$ cat config.mk
export PLATFORM = sky130hd
export DESIGN_NAME = fetch_queue_stage_flat
export DESIGN_NICKNAME = d
export VERILOG_FILES = /design/src/rtl/fetch_queue_stage_if.sv /design/src/rtl/fetch_queue_stage.sv /design/src/flat_wrapper.sv
export SDC_FILE = /design/constraint.sdc
export NUM_CORES = 1
export LEC_CHECK = 0
export BUFFER_PORTS_ARGS = -buffer_cell sky130_fd_sc_hd__buf_2
export CAP_MARGIN = 5
export CORE_MARGIN = 2
export CORE_UTILIZATION = 47
export CTS_CLUSTER_SIZE = 8
export DETAILED_ROUTE_END_ITERATION = 10
export PLACE_DENSITY = 0.67
export SYNTH_ARGS = -nofsm -noshare
export SYNTH_HDL_FRONTEND = slang
export SYNTH_SLANG_ARGS = --single-unit
$ cat constraint.sdc
create_clock -name clk -period 12.3 [get_ports clk]
set_input_delay 1.845 -clock clk [delete_from_list [all_inputs] [get_ports clk]]
set_output_delay 1.845 -clock clk [all_outputs]
set_load 0.005 [all_outputs]
$ cat src/rtl/fetch_queue_stage_if.sv
`default_nettype none
// ============================================================================
// Module   : fetch_queue_stage_if
// Purpose  : Bundles the instruction-memory port, the execute redirect and the
//            decode handshake of the fetch queue stage.
// Ports    : master - fetch stage side (drives memory request and decode head)
//            slave  - environment side (memory, execute and decode)
//            memory_inst_start/_ready, memory_i_addr, memory_inst/_valid
//            redirect_valid, redirect_pc
//            id_valid, id_ready, id_reg_pc, id_inst, queue_count
// Revision : 1.0 - initial release
// ============================================================================
interface fetch_queue_stage_if #(
  parameter int XLEN  = 32,
  parameter int DEPTH = 4
);
  logic                     memory_inst_start;
  logic                     memory_inst_ready;
  logic [XLEN-1:0]          memory_i_addr;
  logic [XLEN-1:0]          memory_inst;
  logic                     memory_inst_valid;
  logic                     redirect_valid;
  logic [XLEN-1:0]          redirect_pc;
  logic                     id_valid;
  logic                     id_ready;
  logic [XLEN-1:0]          id_reg_pc;
  logic [XLEN-1:0]          id_inst;
  logic [$clog2(DEPTH):0]   queue_count;

  modport master (
    output memory_inst_start, memory_i_addr, id_valid, id_reg_pc, id_inst,
           queue_count,
    input  memory_inst_ready, memory_inst, memory_inst_valid, redirect_valid,
           redirect_pc, id_ready
  );

  modport slave (
    input  memory_inst_start, memory_i_addr, id_valid, id_reg_pc, id_inst,
           queue_count,
    output memory_inst_ready, memory_inst, memory_inst_valid, redirect_valid,
           redirect_pc, id_ready
  );
endinterface
`default_nettype wire

$ cat src/rtl/fetch_queue_stage.sv
`default_nettype none
// ============================================================================
// Module   : fetch_queue_stage
// Purpose  : Issues one instruction fetch at a time, buffers responses in a
//            DEPTH-entry FIFO of {pc, inst} and presents the head to decode
//            with valid/ready. A redirect flushes the queue and discards any
//            in-flight response.
// Ports    : clk   - clock, rising edge
//            reset - synchronous active-high reset
//            bus   - fetch_queue_stage_if.master (memory, redirect, decode)
// Options  : FETCH_BYPASS_EN - when defined, a response arriving to an empty
//            queue is offered to decode in the same cycle.
// Revision : 1.0 - initial release
// ============================================================================
module fetch_queue_stage #(
  parameter int              DEPTH    = 4,
  parameter int              XLEN     = 32,
  parameter logic [XLEN-1:0] RESET_PC = '0
) (
  input  wire logic          clk,
  input  wire logic          reset,
  fetch_queue_stage_if.master bus
);

  localparam int c_PW = $clog2(DEPTH);
  localparam int c_CW = c_PW + 1;
  localparam logic [c_CW-1:0] c_FULL = c_CW'(DEPTH);

  localparam logic [1:0] c_ST_IDLE    = 2'd0;
  localparam logic [1:0] c_ST_WAIT    = 2'd1;
  localparam logic [1:0] c_ST_DISCARD = 2'd2;

  logic [1:0]      r_state;
  logic [1:0]      w_state_nxt;
  logic [c_CW-1:0] r_count;
  logic [c_PW-1:0] r_rd_ptr;
  logic [c_PW-1:0] r_wr_ptr;
  logic [XLEN-1:0] r_fetch_pc;
  logic [XLEN-1:0] r_req_pc;
  logic [XLEN-1:0] r_pc_mem   [DEPTH];
  logic [XLEN-1:0] r_inst_mem [DEPTH];

  logic w_issue;
  logic w_resp;
  logic w_bypass;
  logic w_push;
  logic w_pop;

  // ---------------------------------------------------------------- FSM
  always_ff @(posedge clk) begin
    if (reset) begin
      r_state <= c_ST_IDLE;
    end else begin
      r_state <= w_state_nxt;
    end
  end

  always_comb begin
    w_state_nxt = r_state;
    case (r_state)
      c_ST_IDLE: begin
        if (w_issue) w_state_nxt = c_ST_WAIT;
      end
      c_ST_WAIT: begin
        // A response always closes the request; only a redirect with the
        // response still outstanding leaves us waiting for data to drop.
        if (bus.memory_inst_valid)    w_state_nxt = c_ST_IDLE;
        else if (bus.redirect_valid)  w_state_nxt = c_ST_DISCARD;
      end
      c_ST_DISCARD: begin
        if (bus.memory_inst_valid) w_state_nxt = c_ST_IDLE;
      end
      default: w_state_nxt = c_ST_IDLE;
    endcase
  end

  always_comb begin
    w_issue = 1'b0;
    w_resp  = 1'b0;
    case (r_state)
      c_ST_IDLE: w_issue = bus.memory_inst_ready && (r_count < c_FULL) &&
                           !bus.redirect_valid && !reset;
      c_ST_WAIT: w_resp  = bus.memory_inst_valid;
      default: begin
        w_issue = 1'b0;
        w_resp  = 1'b0;
      end
    endcase
  end

  // ---------------------------------------------------------------- bypass
`ifdef FETCH_BYPASS_EN
  assign w_bypass = (r_count == '0) && w_resp && !bus.redirect_valid && !reset;
`else
  assign w_bypass = 1'b0;
`endif

  // A bypassed response that decode takes immediately never enters the FIFO.
  assign w_push = w_resp && !bus.redirect_valid && !(w_bypass && bus.id_ready);
  assign w_pop  = (r_count != '0) && bus.id_ready && !bus.redirect_valid;

  // ---------------------------------------------------------------- datapath
  always_ff @(posedge clk) begin
    if (reset) begin
      r_count    <= '0;
      r_rd_ptr   <= '0;
      r_wr_ptr   <= '0;
      r_fetch_pc <= RESET_PC;
      r_req_pc   <= RESET_PC;
      for (int i = 0; i < DEPTH; i++) begin
        r_pc_mem[i]   <= '0;
        r_inst_mem[i] <= '0;
      end
    end else if (bus.redirect_valid) begin
      r_count    <= '0;
      r_rd_ptr   <= '0;
      r_wr_ptr   <= '0;
      r_fetch_pc <= {bus.redirect_pc[XLEN-1:2], 2'b00};
    end else begin
      if (w_push) begin
        r_pc_mem[r_wr_ptr]   <= r_req_pc;
        r_inst_mem[r_wr_ptr] <= bus.memory_inst;
        r_wr_ptr             <= r_wr_ptr + c_PW'(1);
      end
      if (w_pop) begin
        r_rd_ptr <= r_rd_ptr + c_PW'(1);
      end
      // Issue only below DEPTH reserves the slot, so push never overflows.
      case ({w_push, w_pop})
        2'b10:   r_count <= r_count + c_CW'(1);
        2'b01:   r_count <= r_count - c_CW'(1);
        default: r_count <= r_count;
      endcase
      if (w_issue) begin
        r_req_pc   <= r_fetch_pc;
        r_fetch_pc <= r_fetch_pc + XLEN'(4);
      end
    end
  end

  // ---------------------------------------------------------------- outputs
  assign bus.memory_inst_start = w_issue;
  assign bus.memory_i_addr     = r_fetch_pc;
  assign bus.queue_count       = r_count;
  assign bus.id_valid          = (r_count != '0) || w_bypass;
  assign bus.id_reg_pc         = w_bypass ? r_req_pc        : r_pc_mem[r_rd_ptr];
  assign bus.id_inst           = w_bypass ? bus.memory_inst : r_inst_mem[r_rd_ptr];

endmodule
`default_nettype wire
$ cat src/flat_wrapper.sv
// flat-port wrapper written by rule: the top's interface ports become plain ports
module fetch_queue_stage_flat 
#(
  parameter int              DEPTH    = 4,
  parameter int              XLEN     = 32,
  parameter logic [XLEN-1:0] RESET_PC = '0
)
  (clk, reset, bus_memory_inst_start, bus_memory_i_addr, bus_id_valid, bus_id_reg_pc, bus_id_inst, bus_queue_count, bus_memory_inst_ready, bus_memory_inst, bus_memory_inst_valid, bus_redirect_valid, bus_redirect_pc, bus_id_ready);
  fetch_queue_stage_if #(.XLEN(XLEN), .DEPTH(DEPTH)) bus_i ();
  input  wire logic clk;
  input  wire logic reset;
  output wire logic [$bits(bus_i.memory_inst_start)-1:0] bus_memory_inst_start;
  output wire logic [$bits(bus_i.memory_i_addr)-1:0] bus_memory_i_addr;
  output wire logic [$bits(bus_i.id_valid)-1:0] bus_id_valid;
  output wire logic [$bits(bus_i.id_reg_pc)-1:0] bus_id_reg_pc;
  output wire logic [$bits(bus_i.id_inst)-1:0] bus_id_inst;
  output wire logic [$bits(bus_i.queue_count)-1:0] bus_queue_count;
  input wire logic [$bits(bus_i.memory_inst_ready)-1:0] bus_memory_inst_ready;
  input wire logic [$bits(bus_i.memory_inst)-1:0] bus_memory_inst;
  input wire logic [$bits(bus_i.memory_inst_valid)-1:0] bus_memory_inst_valid;
  input wire logic [$bits(bus_i.redirect_valid)-1:0] bus_redirect_valid;
  input wire logic [$bits(bus_i.redirect_pc)-1:0] bus_redirect_pc;
  input wire logic [$bits(bus_i.id_ready)-1:0] bus_id_ready;
  assign bus_memory_inst_start = bus_i.memory_inst_start;
  assign bus_memory_i_addr = bus_i.memory_i_addr;
  assign bus_id_valid = bus_i.id_valid;
  assign bus_id_reg_pc = bus_i.id_reg_pc;
  assign bus_id_inst = bus_i.id_inst;
  assign bus_queue_count = bus_i.queue_count;
  assign bus_i.memory_inst_ready = bus_memory_inst_ready;
  assign bus_i.memory_inst = bus_memory_inst;
  assign bus_i.memory_inst_valid = bus_memory_inst_valid;
  assign bus_i.redirect_valid = bus_redirect_valid;
  assign bus_i.redirect_pc = bus_redirect_pc;
  assign bus_i.id_ready = bus_id_ready;
  fetch_queue_stage #(.DEPTH(DEPTH), .XLEN(XLEN), .RESET_PC(RESET_PC)) u_core (.clk(clk), .reset(reset), .bus(bus_i));
endmodule
; ---- After elaboration in Yosys (flattened, before gate mapping)
; Memories as Yosys holds them, arrays and structs flattened. A register that Yosys moved wholly into a read port is not among the register bits.
; Index checks and enable logic that the tools add are counted.
[totals]
reg_bits = 73
ramBits = 256
input_bits = 70
out_inout_bits = 101
elab_cells = 66
mem_count = 2
[classes]
addsub = 5
n_lt_le_gt_ge = 1
n_eq_ne = 7
muxes = 26
bitwise_logic = 1
reduce_logical = 17
[mem_list]
columns = memory, words, width, read_ports, rd_ports_with_merged_regs, write_ports, line_no
row1 = u_core.r_inst_mem, 4, 32, 1, 1, 4, fetch_queue_stage.sv:41  ; logic [XLEN-1:0] r_inst_mem [DEPTH];
row2 = u_core.r_pc_mem, 4, 32, 1, 1, 4, fetch_queue_stage.sv:40  ; logic [XLEN-1:0] r_pc_mem [DEPTH];
[op_table]
columns = op, count
row1 = 2-to-1 mux 32 bit, 4
row2 = OR reduction 32 bit, 2
row3 = adder 32 x 3 -> 32 bit (second input constant), 1
row4 = 2-to-1 mux 2 bit, 10
row5 = 2-to-1 mux 1 bit, 10
row6 = logical AND 1 bit, 6
row7 = one-hot mux 2 bit (3 select lines), 1
row8 = one-hot mux 3 bit (2 select lines), 1
row9 = adder 2 x 1 -> 2 bit (second input constant), 2
row10 = equality test 2 x 1 -> 1 bit (second input constant), 2
row11 = equality test 2 bit (second input constant), 2
row12 = inequality test 2 bit (second input constant), 2
row13 = nonzero test 2 bit, 2
row14 = adder 3 x 1 -> 3 bit (second input constant), 1
row15 = less-than comparator 3 bit (second input constant), 1
row16 = inequality test 3 bit (second input constant), 1
row17 = AND reduction 3 bit, 1
row18 = nonzero test 3 bit, 1
row19 = subtractor 3 x 1 -> 3 bit (second input constant), 1
row20 = logical NOT 1 bit, 2
row21 = logical NOT 2 bit, 1
row22 = AND reduction 2 bit, 1
row23 = OR reduction 2 bit, 1
row24 = inverter 1 bit, 1

; ---- Depth between registers and ports, before layout
[logic_depth]
ltp_word = 9
mapped_depth = 9
mapped_depth_nobuf = 9

; ---- Least setup slack after synthesis
; Ideal clock, no wire load.
[synth_timing]
path_type = input-to-reg
start = in bus_redirect_valid
end = mem u_core.r_inst_mem[1][0], enable pin
arrival_time_ns = 5.369
t_required_ns = 11.805
path_slack_ns = 6.436
stages = 4
path_buffers = 0
cell_sequence = nand3b_1 > nor2_1 > nand2_1 > o21bai_1
[synth_lines]
columns = element, line_no
row1 = start: declaration, flat_wrapper.sv:21  ; input wire logic [$bits(bus_i.redirect_valid)-1:0] bus_redirect_valid;
row2 = end: declaration, fetch_queue_stage.sv:41

; ---- Final worst setup path
[layout_timing]
start = in reset
end = out bus_memory_inst_start
[layout_between]
elab_chain_cells = 3
[layout_lines]
columns = element, line_no
row1 = start: declaration, flat_wrapper.sv:11  ; input wire logic reset;
row2 = logical NOT 1 bit, fetch_queue_stage.sv:82  ; !bus.redirect_valid && !reset;
row3 = logical AND 1 bit, fetch_queue_stage.sv:82
row4 = 2-to-1 mux 1 bit, fetch_queue_stage.sv:80  ; case (r_state)
row5 = end: declaration, flat_wrapper.sv:12  ; output wire logic [$bits(bus_i.memory_inst_start)-1:0] bus_memory_inst_start;
; No other way between the ends.

==> results.json <==
{
  "max_slew_margin_pct": 22.99,
  "cts_tree": "built",
  "synthXorXnorAreaFrac_pct": 0.9358,
  "p_per_area_mw_per_mm2": 147.4,
  "cp-end-kind": "output pin",
  "syn_to_final_growth_pct": 17.06,
  "num_io_pins": 171,
  "yosysTopAreaCell": "edfxtp_1",
  "nFillCells": 2478,
  "synth-warning-count": 0,
  "routed_wl_um": 31040,
  "initial_utilization_pct": 47.49,
  "seq_area_mm2": 0.008876,
  "grt_start_max_net_pins": 126,
  "avgSynthCellArea_um2": 13.49,
  "clkTransAtPathRegs_ns": 0.05,
  "cts_made_buffers": 45,
  "synth_area_leaders": "edfxtp_1 (53%), dfxtp_1 (10%), mux4_2 (9.9%)",
  "startpoint": "reset",
  "cts.path.max_buffers": 3,
  "start_kind": "input pin",
  "synth_top_family_by_area": "simple AND/OR/NAND/NOR gates",
  "r2r_setup_slack_ns": 9.39,
  "tightest_slew_ns": 1.155,
  "grtUsageTotal_pct": 20.01,
  "netlist_area_mm2": 0.01404,
  "r2r_cells": 6,
  "synth_fa_ha_area_share_pct": 0.3209,
  "cts_setup_buffers": 0,
  "synth_mux_area_share_pct": 10.25,
  "fin_nets": 1263,
  "clkLatencyLatePin_ns": 0.53,
  "p_total_mw": 2.422,
  "hp-start": "u_core.r_req_pc[24]$_SDFFE_PP0P_",
  "cellLeakagePower_nw": 6.313,
  "mostFrequentLayoutCells": "edfxtp_1 (248), and2_1 (188), buf_2 (164), nand2_1 (84), dfxtp_1 (69)",
  "fin_crit_ns": 4.936,
  "multi_input_area_mm2": 0.004876,
  "cts-root-buf": "clkbuf_16",
  "antenna_found_initial": 0,
  "die_w_um": 176.8,
  "n_antenna_cell": 0,
  "fmax_mhz": 202.6,
  "drcViolationCount": 0,
  "cp_data_required_time_ns": 10.45,
  "synth_simple_gate_area_share_pct": 18.24,
  "worstSetupEndpoint": "bus_memory_inst_start",
  "wl_per_cell_um": 19.46,
  "dr_total_vias": 8799,
  "core_area_mm2": 0.02956,
  "drt_iter0_markers": 570,
  "synth_top_cell_area_share_pct": 53.05,
  "holdBufCountCts": 0,
  "grt-ovfl-total": 0,
  "crit_type": "in2out",
  "maxCapViolCount": 0,
  "synth_seq_cells": 319,
  "synth_edf_count": 248,
  "drtPass1Iterations": 5,
  "peakVddDrop_mv": 0.08485,
  "cts_resized": 0,
  "via_per_inst": 5.517,
  "syn_inst": 1041,
  "ys_async_sr_fraction_pct": 0,
  "grt_first_pass_wirelength_um": 48820,
  "hold_violations": 0,
  "setup_viol": 0,
  "row_count": 63,
  "status": "completed",
  "synth-compound-area-share_pct": 4.465,
  "cp.arrival_ns": 3.09,
  "routabilityCongestion": 0.7930,
  "timing.rr.end": "u_core.r_inst_mem[2][7]$_SDFFCE_PN0P_",
  "yosysSeqAreaShare_pct": 63.17,
  "r2r-start": "u_core.r_state[0]$_SDFFE_PP0P_",
  "ant_nets": 0,
  "place_hpwl_um": 16990,
  "dieHeight_um": 176.8,
  "rsz0062_at_grt": "false",
  "h-tree-depth": 2,
  "yosysUniqueCellTypes": 63,
  "grt_pass1_vias": 9147,
  "slew_violations": 0,
  "clkSinkCount": 319,
  "worst_clock_skew_ns": 0.01424,
  "finalSetupTns_ns": 0,
  "port_buffers": 164,
  "ys.flop_type": "edfxtp_1",
  "drive_gt1_share_pct": 25.48,
  "timing.final.crit_share_pct": 40.13,
  "hp-class": "reg2reg",
  "dieArea_mm2": 0.03127,
  "crit_fanout": 69,
  "final_common_cell": "edfxtp_1"
}
==> state kept, by name, indices dropped and copies added, names as in the netlist, named ones only <==
name                      flops
u_core.bus.queue_count        3
u_core.r_req_pc              30
u_core.r_rd_ptr               2
u_core.r_wr_ptr               2
u_core.r_state                2
u_core.r_inst_mem           128
u_core.r_pc_mem             120
u_core.bus.memory_i_addr     30
==> report_power, final <==
group / leakage (nW) / internal (mW) / switching [mW] / total (mW)
registers: 3.14 / 1.20 / 0.0218 / 1.22
clock network: 0.600 / 0.682 / 0.419 / 1.10
logic: 2.57 / 0.0424 / 0.0596 / 0.102
==> logic make-up (layout without fill, tap and decap cells) <==
family	after synthesis	after routing
muxes	66	66
other	1	4
adders and majority gates	3	3
xor gates and xnor gates	15	15
DFF	319	319
AOI/OAI and AO/OA	104	104
buffers and inverters	89	250
and+or+nand+nor	444	444
==> worst min-delay path by stage <==
stage                                       end  slack (ns)  cells after the start
6_report       u_core.r_req_pc[24]$_SDFFE_PP0P_        0.48                      2
5_1_grt         u_core.r_req_pc[4]$_SDFFE_PP0P_        0.51                      2
4_1_cts        u_core.r_req_pc[12]$_SDFFE_PP0P_        0.48                      2
3_5_place_dp   u_core.r_req_pc[12]$_SDFFE_PP0P_        0.48                      2
3_3_place_gp   u_core.r_req_pc[24]$_SDFFE_PP0P_        0.47                      2
2_1_floorplan  u_core.r_req_pc[10]$_SDFFE_PP0P_        0.46                      2
==> routing by layer <==
metal	vias up	global-route usage [%]	wire length, µm
met5	-	0	0
met4	0	5.475	598
met2	285	32.93	14770
li1	4130	-	-
met1	4340	27.26	13740
met3	44	3.952	1931
==> per-stage QoR <==
| step | area (µm²) | utilization (%) | setup WS (ns) | std cells | hold WS, ns |
|---|---|---|---|---|---|
| 2_1_floorplan | 14050 | - | 6.436 | 1044 | 0.4571 |
| 3_3_place_gp | 15200 | 51.41 | 7.312 | 1533 | 0.4744 |
| 3_5_place_dp | 15200 | 51.41 | 7.271 | 1533 | 0.4777 |
| 4_1_cts | 16430 | 55.59 | 7.371 | 1595 | 0.4843 |
| 5_1_grt | 16430 | 55.59 | 7.273 | 1595 | 0.5079 |
| 6_report | 16430 | 55.59 | 7.364 | 1595 | 0.4802 |
==> synthesized netlist by cell type, types with 4 or more instances <==
cell type and number:
a21oi_1 52, edfxtp_1 248, dfxtp_1 71, nor3_1 6, inv_1 12, o22ai_1 7
nor2b_1 14, o21ai_0 12, clkbuf_1 59, nor2_1 23, nand2_1 84, xor2_1 12
nor4_1 4, a22oi_1 7, or3_1 8, nand4_1 6, and3_1 67, buf_2 11
a31oi_1 6, and2_1 188, buf_4 4, nand3_1 19, nand3b_1 4, mux4_2 62
==> area by class of cell <==
type                            instances  share of cell area, %
Clock buffer                           61                  7.477
Clock inverter                          1                0.05330
Inverter                               12                 0.2741
Multi-Input combinational cell        636                  29.67
Sequential cell                       319                  54.01
Tap cell                              390                  2.969
Timing Repair Buffer                  176                  5.543
==> critical path: stages <==
cell,delay (ns)
buf_2,0.07
buf_4,0.58
nor2_1,0.20
nand2_1,0.13
inv_1,0.09
buf_2,0.14
(Power assumes the default switching activity.)
